**src/rtl/muldiv_seq.sv**
```systemverilog
// muldiv_seq: EX-stage sequencer for MULT/MULTU (radix-2 shift-add) and DIV/DIVU (restoring divide).
// Optional macro MULDIV_FAST_MUL_EN: single-cycle multiply, divide stays iterative.
module muldiv_seq #(
  parameter  int WIDTH = 32,
  localparam int CNTW  = $clog2(WIDTH) + 1
) (
  input  logic             clk,
  input  logic             rst,
  input  logic             ismultE,
  input  logic             signedmultE,
  input  logic             isdivE,
  input  logic             signeddivE,
  input  logic [WIDTH-1:0] srcaE,
  input  logic [WIDTH-1:0] srcbE,
  input  logic             stallE,
  input  logic             flushE,
  output logic             stall_mdE,
  output logic             result_validE,
  output logic [WIDTH-1:0] hi_o,
  output logic [WIDTH-1:0] lo_o
);

  localparam logic [1:0] IDLE = 2'd0;
  localparam logic [1:0] BUSY = 2'd1;
  localparam logic [1:0] DONE = 2'd2;

  localparam logic [CNTW-1:0] CNT_ONE  = {{(CNTW-1){1'b0}}, 1'b1};
  localparam logic [CNTW-1:0] CNT_FULL = CNTW'(WIDTH);

  function automatic logic [WIDTH-1:0] negW(input logic [WIDTH-1:0] v, input logic neg);
    negW = neg ? (~v + {{(WIDTH-1){1'b0}}, 1'b1}) : v;
  endfunction

  function automatic logic [2*WIDTH-1:0] neg2W(input logic [2*WIDTH-1:0] v, input logic neg);
    neg2W = neg ? (~v + {{(2*WIDTH-1){1'b0}}, 1'b1}) : v;
  endfunction

  logic [1:0]         stateR;
  logic [CNTW-1:0]    cntR;
  logic [WIDTH-1:0]   opR;
  logic [2*WIDTH-1:0] accR;
  logic               isDivR;
  logic               negResR;
  logic               negRemR;
  logic               divZeroR;

  logic               startS;
  logic               signedOpS;
  logic               signAS;
  logic               signBS;
  logic [WIDTH-1:0]   absAS;
  logic [WIDTH-1:0]   absBS;
  logic [WIDTH:0]     mulAddS;
  logic [WIDTH:0]     mulSumS;
  logic [WIDTH:0]     divShiftS;
  logic [WIDTH:0]     divDiffS;
  logic [2*WIDTH-1:0] iterS;
  logic [2*WIDTH-1:0] prodS;
  logic [WIDTH-1:0]   finHiS;
  logic [WIDTH-1:0]   finLoS;
`ifdef MULDIV_FAST_MUL_EN
  logic [2*WIDTH-1:0] fastProdS;
`endif

  // Request decode and absolute-value operands; divide wins if both requests are set.
  always_comb begin
    startS    = (ismultE | isdivE) & ~flushE & (stateR == IDLE);
    signedOpS = isdivE ? signeddivE : signedmultE;
    signAS    = signedOpS & srcaE[WIDTH-1];
    signBS    = signedOpS & srcbE[WIDTH-1];
    absAS     = negW(srcaE, signAS);
    absBS     = negW(srcbE, signBS);
  end

  // One iteration: acc holds {partial product, multiplier} or {remainder, dividend/quotient}.
  always_comb begin
    mulAddS   = accR[0] ? {1'b0, opR} : {(WIDTH+1){1'b0}};
    mulSumS   = {1'b0, accR[2*WIDTH-1:WIDTH]} + mulAddS;
    divShiftS = accR[2*WIDTH-1:WIDTH-1];
    divDiffS  = divShiftS - {1'b0, opR};
    if (isDivR) begin
      // Borrow out of the trial subtraction means the quotient bit is 0 (restore).
      if (divDiffS[WIDTH]) begin
        iterS = {divShiftS[WIDTH-1:0], accR[WIDTH-2:0], 1'b0};
      end else begin
        iterS = {divDiffS[WIDTH-1:0], accR[WIDTH-2:0], 1'b1};
      end
    end else begin
      iterS = {mulSumS, accR[WIDTH-1:1]};
    end
  end

  // Sign correction of the last iteration; remainder follows the dividend's sign.
  always_comb begin
    prodS = neg2W(iterS, negResR);
    if (isDivR) begin
      finLoS = divZeroR ? {WIDTH{1'b1}} : negW(iterS[WIDTH-1:0], negResR);
      finHiS = negW(iterS[2*WIDTH-1:WIDTH], negRemR);
    end else begin
      finLoS = prodS[WIDTH-1:0];
      finHiS = prodS[2*WIDTH-1:WIDTH];
    end
  end

`ifdef MULDIV_FAST_MUL_EN
  // Single-cycle product of the operands presented in the start cycle.
  always_comb begin
    fastProdS = neg2W({{WIDTH{1'b0}}, absAS} * {{WIDTH{1'b0}}, absBS}, signAS ^ signBS);
  end
`endif

  // Sequencer state, working registers and registered hi/lo results.
  always_ff @(posedge clk) begin
    if (!rst) begin
      stateR   <= IDLE;
      cntR     <= {CNTW{1'b0}};
      opR      <= {WIDTH{1'b0}};
      accR     <= {(2*WIDTH){1'b0}};
      isDivR   <= 1'b0;
      negResR  <= 1'b0;
      negRemR  <= 1'b0;
      divZeroR <= 1'b0;
      hi_o     <= {WIDTH{1'b0}};
      lo_o     <= {WIDTH{1'b0}};
    end else begin
      case (stateR)
        IDLE: begin
          if (startS) begin
            isDivR   <= isdivE;
            negResR  <= signAS ^ signBS;
            negRemR  <= signAS;
            divZeroR <= isdivE & (srcbE == {WIDTH{1'b0}});
            cntR     <= CNT_FULL;
            if (isdivE) begin
              opR  <= absBS;
              accR <= {{WIDTH{1'b0}}, absAS};
            end else begin
              opR  <= absAS;
              accR <= {{WIDTH{1'b0}}, absBS};
            end
`ifdef MULDIV_FAST_MUL_EN
            if (isdivE) begin
              stateR <= BUSY;
            end else begin
              hi_o   <= fastProdS[2*WIDTH-1:WIDTH];
              lo_o   <= fastProdS[WIDTH-1:0];
              stateR <= DONE;
            end
`else
            stateR <= BUSY;
`endif
          end
        end
        BUSY: begin
          if (flushE) begin
            cntR   <= {CNTW{1'b0}};
            stateR <= IDLE;
          end else begin
            accR <= iterS;
            cntR <= cntR - CNT_ONE;
            if (cntR == CNT_ONE) begin
              hi_o   <= finHiS;
              lo_o   <= finLoS;
              stateR <= DONE;
            end
          end
        end
        DONE: begin
          if (flushE | ~stallE) begin
            stateR <= IDLE;
          end
        end
        default: begin
          stateR <= IDLE;
        end
      endcase
    end
  end

  // Stall covers the start cycle and every iteration; DONE releases the pipeline.
  always_comb begin
    stall_mdE     = startS | (stateR == BUSY);
    result_validE = (stateR == DONE);
  end

endmodule
```
**config.mk**
```make
export PLATFORM = sky130hd
export DESIGN_NAME = muldiv_seq
export DESIGN_NICKNAME = d
export VERILOG_FILES = /design/src/rtl/muldiv_seq.sv
export SDC_FILE = /design/constraint.sdc
export NUM_CORES = 1
export LEC_CHECK = 0
export BUFFER_PORTS_ARGS = -buffer_cell sky130_fd_sc_hd__clkbuf_2
export CORE_MARGIN = 2
export CORE_UTILIZATION = 30
export DETAILED_ROUTE_END_ITERATION = 12
export SYNTH_ARGS = -nofsm -noshare
export SYNTH_HDL_FRONTEND = slang
export SYNTH_SLANG_ARGS = --single-unit
export TNS_END_PERCENT = 10
```
**constraint.sdc**
```tcl
create_clock -name clk -period 9.6 [get_ports clk]
set_input_delay 0.96 -clock clk [delete_from_list [all_inputs] [get_ports clk]]
set_output_delay 0.96 -clock clk [all_outputs]
set_load 0.005 [all_outputs]
```
Yosys cells after proc, flatten, opt, wreduce, memory -nomap -nowiden. Index checks and enable logic that the tools add are counted.

Bits of input ports: 72. Register bits after elaboration: 172. Logic and storage cells: 74. Output and inout port bits: 66.

Reduce and logical (&&, ||, !) cells: 8. Muxes and demuxes: 25. $add $sub $neg: 8. Bitwise gates (word level): 16. Eq/ne operators: 7.

Operator list (count): 32-bit two-way mux (10); 64-bit two-way mux (5); 32-bit by 1-bit adder with 32-bit output (second input constant) (4); 32-bit NOT (4); 64-bit case mux with 2 select lines (1); 64-bit by 1-bit adder with 64-bit output (second input constant) (1); 64-bit NOT (1); 32-bit by 32-bit adder with 33-bit output (1); 33-bit by 32-bit subtractor with 33-bit output (1); 32-bit zero test (1); 6-bit two-way mux (2); 6-bit case mux with 2 select lines (1); 3-bit AND reduction (3); 2-bit two-way mux (4); 6-bit by 1-bit equality test with 1-bit output (second input constant) (1); 2-bit case mux with 3 select lines (1); 6-bit by 1-bit subtractor with 6-bit output (second input constant) (1); 1-bit AND (5); 2-bit != test (second input constant) (2); 2-bit AND reduction (2); 3-bit != test (second input constant) (1); 1-bit bitwise OR (3); 2-bit by 1-bit equality test with 1-bit output (second input constant) (1); 2-bit equality test (second input constant) (1); 6 further kinds (7).

Longest topological paths before layout.
Depth after elaboration: 8. Mapped depth: 24. Gate-level depth less buffers: 23.

Least setup slack after synthesis. No wires, ideal clock.

Kind: flip-flop to flip-flop. Start: register opR[21]. End: register hi_o[16]. Required time: 9525 ps. Buffers on the path: 1. Clock period less this slack: 4498 ps. Path slack: 5102 ps. Arrival: 4423 ps. Cell stages (with the launch flop): 20. Setup time: 75 ps. Cell sequence: dfxtp_1 inv_1 ha_1 a21oi_1 o21ai_1 a221o_1 or3_4 o211ai_2 buf_6 nor2_1 nor2_1 ha_1 o2111ai_1 nor2_1 o21ai_0 or2_2 nor2_1 nor2_1 or4_1 a31oi_1.

Cells in the longest elaborated chain, start to end: 7. Elaborated cells between the ends (all ways): 10. Those cells by class: add/sub: 3; mux: 5; bitwise: 2.

RTL lines: from (decl) (RTL line 40) `logic [WIDTH-1:0] opR;`; from (signal assigned) (RTL line 117) `opR <= {WIDTH{1'b0}};`; from (signal assigned) (RTL line 135) `opR <= absBS;`; from (signal assigned) (RTL line 138) `opR <= absAS;`; 33-bit by 32-bit subtractor with 33-bit output * (RTL line 80) `divDiffS = divShiftS - {1'b0, opR};`; 64-bit two-way mux * (RTL line 83) `if (divDiffS[WIDTH]) begin`; 64-bit two-way mux * (RTL line 81) `if (isDivR) begin`; 64-bit NOT or 32-bit NOT (tied branches) (RTL line 35, 31); 64-bit by 1-bit adder with 64-bit output or 32-bit by 1-bit adder with 32-bit output (tied branches) (RTL line 35, 31); 64-bit two-way mux or 32-bit two-way mux (tied branches) (RTL line 35, 31); 32-bit two-way mux * (RTL line 96) `if (isDivR) begin`; to (signal assigned) (RTL line 123) `hi_o <= {WIDTH{1'b0}};`; to (signal assigned) (RTL line 162) `hi_o <= finHiS;`; to (decl) (RTL line 19) `output logic [WIDTH-1:0] hi_o,`.

Mark *: on every way between the ends. The rest lies on a longest branch, timed or not. A chain may end at the register's enable or synchronous reset.

Worst setup path in the final report.
Start: register opR[23]. End: register hi_o[22].

Cells in the longest elaborated chain, start to end: 7. Elaborated cells between the ends (all ways): 12. Those cells by class: add/sub: 4; mux: 6; bitwise: 2.

RTL lines (RTL line): 33-bit by 32-bit subtractor with 33-bit output or 32-bit two-way mux (tied branches) (80, 77); 64-bit two-way mux or 32-bit by 32-bit adder with 33-bit output (tied branches) (83, 78); 64-bit two-way mux * (81); 64-bit NOT or 32-bit NOT (tied branches) (35, 31); 64-bit by 1-bit adder with 64-bit output or 32-bit by 1-bit adder with 32-bit output (tied branches) (35, 31); 64-bit two-way mux or 32-bit two-way mux (tied branches) (35, 31); 32-bit two-way mux * (96).

Marked as above.

==> flow_metrics.env <==
export IMPL_cts_root_buf="sky130_fd_sc_hd__clkbuf_16"
export IMPL_hpwl_mm=44.44
export IMPL_first_global_vias=15333
export IMPL_post_cts_resize_count=0
export IMPL_endpoint_kind="register"
export IMPL_count_of_cells_along_the_worst_register_to_register_path=21
export IMPL_y_dimension_of_the_die_um=228.5
export IMPL_total_number_of_vias=16138
export IMPL_p_sw_mw=0.8194
export IMPL_cts_made_buffers=17
export IMPL_coreArea_um2=49970
export IMPL_setup_tns_ps=0
export IMPL_post_drt_wl_per_cell_um=20.20
export IMPL_worst_setup_hold_path_clk_slew_ps=70
export IMPL_cts_hold_buffers_added=0
export IMPL_ys_ff_latch=172
export IMPL_fin_area_um2=16930
export IMPL_die_area_um2=52210
export IMPL_timing_final_setup_violations=0
export IMPL_io_pin_count=138
export IMPL_timing_critical_path_fanout_max=6
export IMPL_worst_pin_slew_ps=1076
export IMPL_cell_pwr_density_nw_per_um2=125.9
export IMPL_worstSetupPathType="register to register"
export IMPL_layout_overhead_on_the_synthesized_area_pct=11.94
export IMPL_min_path_type="register to register"
export IMPL_cp_buffers_inverters=1
export IMPL_final_hold_viol_count=0
export IMPL_timing_critical_path_from_type="register"
export IMPL_period_minus_slack_ps=5740
export IMPL_postRouteAntennaNets=0
export IMPL_swShare=0.3846
export IMPL_vdd_drop_max_mv=0.1153
export IMPL_n_antenna_cell=0
export IMPL_sequential_share_of_the_synthesized_area=0.2277
export IMPL_critPathTopFamily="simple AND/OR/NAND/NOR gates"
export IMPL_static_leakage_power_nw=6.574
export IMPL_clock_sinks=172
export IMPL_drc=0
export IMPL_postSynth_topFlopCell="sky130_fd_sc_hd__dfxtp_1"
export IMPL_synth_async_reset_ratio=0
export IMPL_path_cells="inv_1 -> ha_1 -> a21oi_1 -> o21ai_1 -> a221o_1 -> or3_4 -> o211ai_2 -> nor2_1 -> nor2_1 -> ha_1 -> o2111ai_1 -> nor2_1 -> o21ai_0 -> or2_2 -> nor2_1 -> nor2_1 -> nor4_1 -> a31oi_1 -> xnor2_1 -> nand2_1 -> a21oi_1"
export IMPL_worstHoldStart="hi_o[9]$_SDFFE_PN0P_"
export IMPL_timing_final_crit_share=0.5979
export IMPL_netlist_cell_type_count=96
export IMPL_max_stage_delay_ps=440
export IMPL_grt_overflow_total=0
export IMPL_tritoncts="built"
export IMPL_grt_use_total=0.2167
export IMPL_die_width_um=228.5
export IMPL_post_cts_setup_buffer_count=0
export IMPL_worst_setup_path_startpoint="opR[23]$_SDFFE_PN0P_"
export IMPL_setup_reg_to_reg_worst_slack_ps=3860
export IMPL_power_frac_clock=0.330
export IMPL_critPathSlowestCell="sky130_fd_sc_hd__or2_2"
export IMPL_power_report_internal_total_mw=1.311
export IMPL_cts_buffer_depth=2
export IMPL_ys_warn_count=0
export IMPL_p_comb_frac=0.305
export IMPL_path_common_cell="sky130_fd_sc_hd__nor2_1"
export IMPL_share_of_post_route_cells_with_drive_strength_above_1=0.1102
export IMPL_initial_core_util=0.3026
export IMPL_worst_slew_margin_rel=0.2828
export IMPL_antenna_found_initial=0
export IMPL_pin_count_of_the_biggest_net_entering_global_routing=93
export IMPL_finalClockSkew_ps=13.86
export IMPL_postSynthNetCount=2273
export IMPL_post_synth_inst_count=2129
export IMPL_drv_slew=0
export IMPL_row_count=82
export IMPL_worst_reg2reg_startpoint="opR[23]$_SDFFE_PN0P_"
export IMPL_max_cap_violations=0
export IMPL_synth_edff_count=0
export IMPL_drt_vias_per_instance=5.627
export IMPL_worst_endpoint_arrival_ps=6120
export IMPL_grt_setup_unrepaired="no"
export IMPL_clock_insertion_delay_worst_skew_ps=460
export IMPL_dpl_cell_area_um2=16350
export IMPL_hold_path_end="hi_o[9]$_SDFFE_PN0P_"
export IMPL_fin_nets=2327
export IMPL_routed_wl_mm=57.95
export IMPL_netlist_area_um2=15120
export IMPL_h_tree_lvl_count=4
export IMPL_grt_pass1_wl_mm=89.44
export IMPL_outcome="complete, no violations"
export IMPL_required_ps=9980
export IMPL_drt_first_pass_iters=5
export IMPL_routabilityCongestion=0.9483
export IMPL_syn_area_per_cell_um2=7.102
export IMPL_port_buffers=137
export IMPL_violation_count_after_the_first_detailed_route_iteration=1397
export IMPL_power_share_sequential=0.365
export IMPL_holdPathStages=2
export IMPL_r2r_end="hi_o[22]$_SDFFE_PN0P_"
export IMPL_fmaxAchievable_mhz=174.2
==> power by group through the flow <==
stage / registers [mW] / clock network (mW) / logic (mW)
2_1_floorplan: 0.774 / 0 / 0.456
6_report: 0.778 / 0.703 / 0.650
3_5_place_dp: 0.793 / 0 / 0.639
5_1_grt: 0.781 / 0.742 / 0.706
3_3_place_gp: 0.792 / 0 / 0.633
4_1_cts: 0.776 / 0.718 / 0.641
==> routing by layer <==
layer,vias up,GRT usage,wire length [µm]
met3,108,0.02620,3535
met2,621,0.3519,26320
met4,0,0.1013,2764
li1,7791,-,-
met5,-,0,0
met1,7618,0.2858,25320
==> worst max-delay path by stage <==
stage	endpoint	cells after the start
global placement	hi_o[28]$_SDFFE_PN0P_	20
floorplan	hi_o[16]$_SDFFE_PN0P_	19
CTS	hi_o[22]$_SDFFE_PN0P_	21
finish	hi_o[22]$_SDFFE_PN0P_	21
detailed placement	hi_o[22]$_SDFFE_PN0P_	21
global route	hi_o[26]$_SDFFE_PN0P_	22
==> cell usage after synthesis (7+ instances only) <==
| library cell | instances | share of area |
|---|---|---|
| sky130_fd_sc_hd__a211oi_1 | 52 | 0.026 |
| sky130_fd_sc_hd__a21o_1 | 24 | 0.012 |
| sky130_fd_sc_hd__a21oi_1 | 203 | 0.067 |
| sky130_fd_sc_hd__a311o_1 | 8 | 0.0053 |
| sky130_fd_sc_hd__a311oi_1 | 8 | 0.0046 |
| sky130_fd_sc_hd__a31oi_1 | 44 | 0.018 |
| sky130_fd_sc_hd__and2_1 | 47 | 0.019 |
| sky130_fd_sc_hd__and3_1 | 13 | 0.0054 |
| sky130_fd_sc_hd__buf_1 | 12 | 0.0030 |
| sky130_fd_sc_hd__buf_2 | 8 | 0.0026 |
| sky130_fd_sc_hd__clkbuf_1 | 101 | 0.025 |
| sky130_fd_sc_hd__dfxtp_1 | 172 | 0.23 |
| sky130_fd_sc_hd__ha_1 | 70 | 0.058 |
| sky130_fd_sc_hd__inv_1 | 63 | 0.016 |
| sky130_fd_sc_hd__mux2i_1 | 51 | 0.034 |
| sky130_fd_sc_hd__nand2_1 | 229 | 0.057 |
| sky130_fd_sc_hd__nand2b_1 | 14 | 0.0058 |
| sky130_fd_sc_hd__nand3_1 | 43 | 0.014 |
| sky130_fd_sc_hd__nand4_1 | 14 | 0.0058 |
| sky130_fd_sc_hd__nor2_1 | 267 | 0.066 |
| sky130_fd_sc_hd__nor2b_1 | 12 | 0.0050 |
| sky130_fd_sc_hd__nor3_1 | 84 | 0.028 |
| sky130_fd_sc_hd__nor4_1 | 19 | 0.0079 |
| sky130_fd_sc_hd__o211a_1 | 7 | 0.0046 |
| sky130_fd_sc_hd__o211ai_1 | 42 | 0.021 |
| sky130_fd_sc_hd__o21a_1 | 17 | 0.0084 |
| sky130_fd_sc_hd__o21ai_0 | 157 | 0.052 |
| sky130_fd_sc_hd__o21ai_1 | 10 | 0.0033 |
| sky130_fd_sc_hd__o21bai_1 | 11 | 0.0055 |
| sky130_fd_sc_hd__o31ai_1 | 22 | 0.011 |
| sky130_fd_sc_hd__or2_2 | 7 | 0.0029 |
| sky130_fd_sc_hd__or3_1 | 19 | 0.0079 |
| sky130_fd_sc_hd__xnor2_1 | 92 | 0.053 |
| sky130_fd_sc_hd__xor2_1 | 65 | 0.038 |
==> per-stage QoR <==
stage / hold WS (ps) / power [mW] / worst slack [ps] / instances / util
after CTS: 459.8 / 2.135 / 4027 / 2868 / 0.3388
after detailed placement: 449.0 / 1.431 / 4059 / 2836 / 0.3271
final: 453.9 / 2.131 / 3860 / 2868 / 0.3388
after global routing: 477.8 / 2.229 / 3576 / 2868 / 0.3388
after global placement: 444.7 / 1.425 / 4252 / 2836 / 0.3271
after floorplan: 440.3 / 1.230 / 5102 / 2129 / -
==> kinds of logic after synthesis <==
kind of cell | synth area share
xor+xnor | 0.09094
flops | 0.2277
simple gates | 0.2474
fa+ha+maj | 0.06057
mux | 0.03848
compound gates | 0.2853
buf+inv | 0.04956
==> tightest hold or removal path, stage by stage (launching register included) <==
cell and delay (ps):
sky130_fd_sc_hd__dfxtp_1 310, sky130_fd_sc_hd__nand2_1 50, sky130_fd_sc_hd__a21oi_1 50
==> layout by cell type, fill, tap and decap left out, drive strengths merged, types with 9 or more instances in the layout <==
| cell | instances |
|---|---|
| dfxtp | 172 |
| nand2 | 229 |
| nor2b | 12 |
| o211ai | 43 |
| nand4 | 15 |
| ha | 70 |
| a311oi | 9 |
| o31ai | 23 |
| nor2 | 269 |
| and2 | 47 |
| xnor2 | 92 |
| nand2b | 14 |
| and3 | 14 |
| inv | 70 |
| o21ai | 167 |
| a21oi | 204 |
| nand3 | 44 |
| o21bai | 11 |
| buf | 24 |
| a21o | 24 |
| o21a | 17 |
| mux2i | 51 |
| nor4 | 22 |
| a31oi | 44 |
| clkbuf | 154 |
| a211oi | 54 |
| xor2 | 65 |
| or3 | 20 |
| nor3 | 85 |
==> state kept, by name, indices dropped and copies added, names as in the netlist <==
register / flops
accR: 64
hi_o: 32
lo_o: 32
opR: 32
cntR: 6
stateR: 2
divZeroR: 1
isDivR: 1
negRemR: 1
negResR: 1
==> layout make-up <==
type / instances / area [µm²]
fill: 5380 / 33040
sequential: 172 / 3447
clock inverter: 14 / 151.4
clock buffer: 18 / 429.2
inverter: 65 / 246.5
multi-input combinational: 1767 / 10950
tap: 672 / 840.8
timing repair buffer: 160 / 858.3
(Power assumes the default switching activity.)
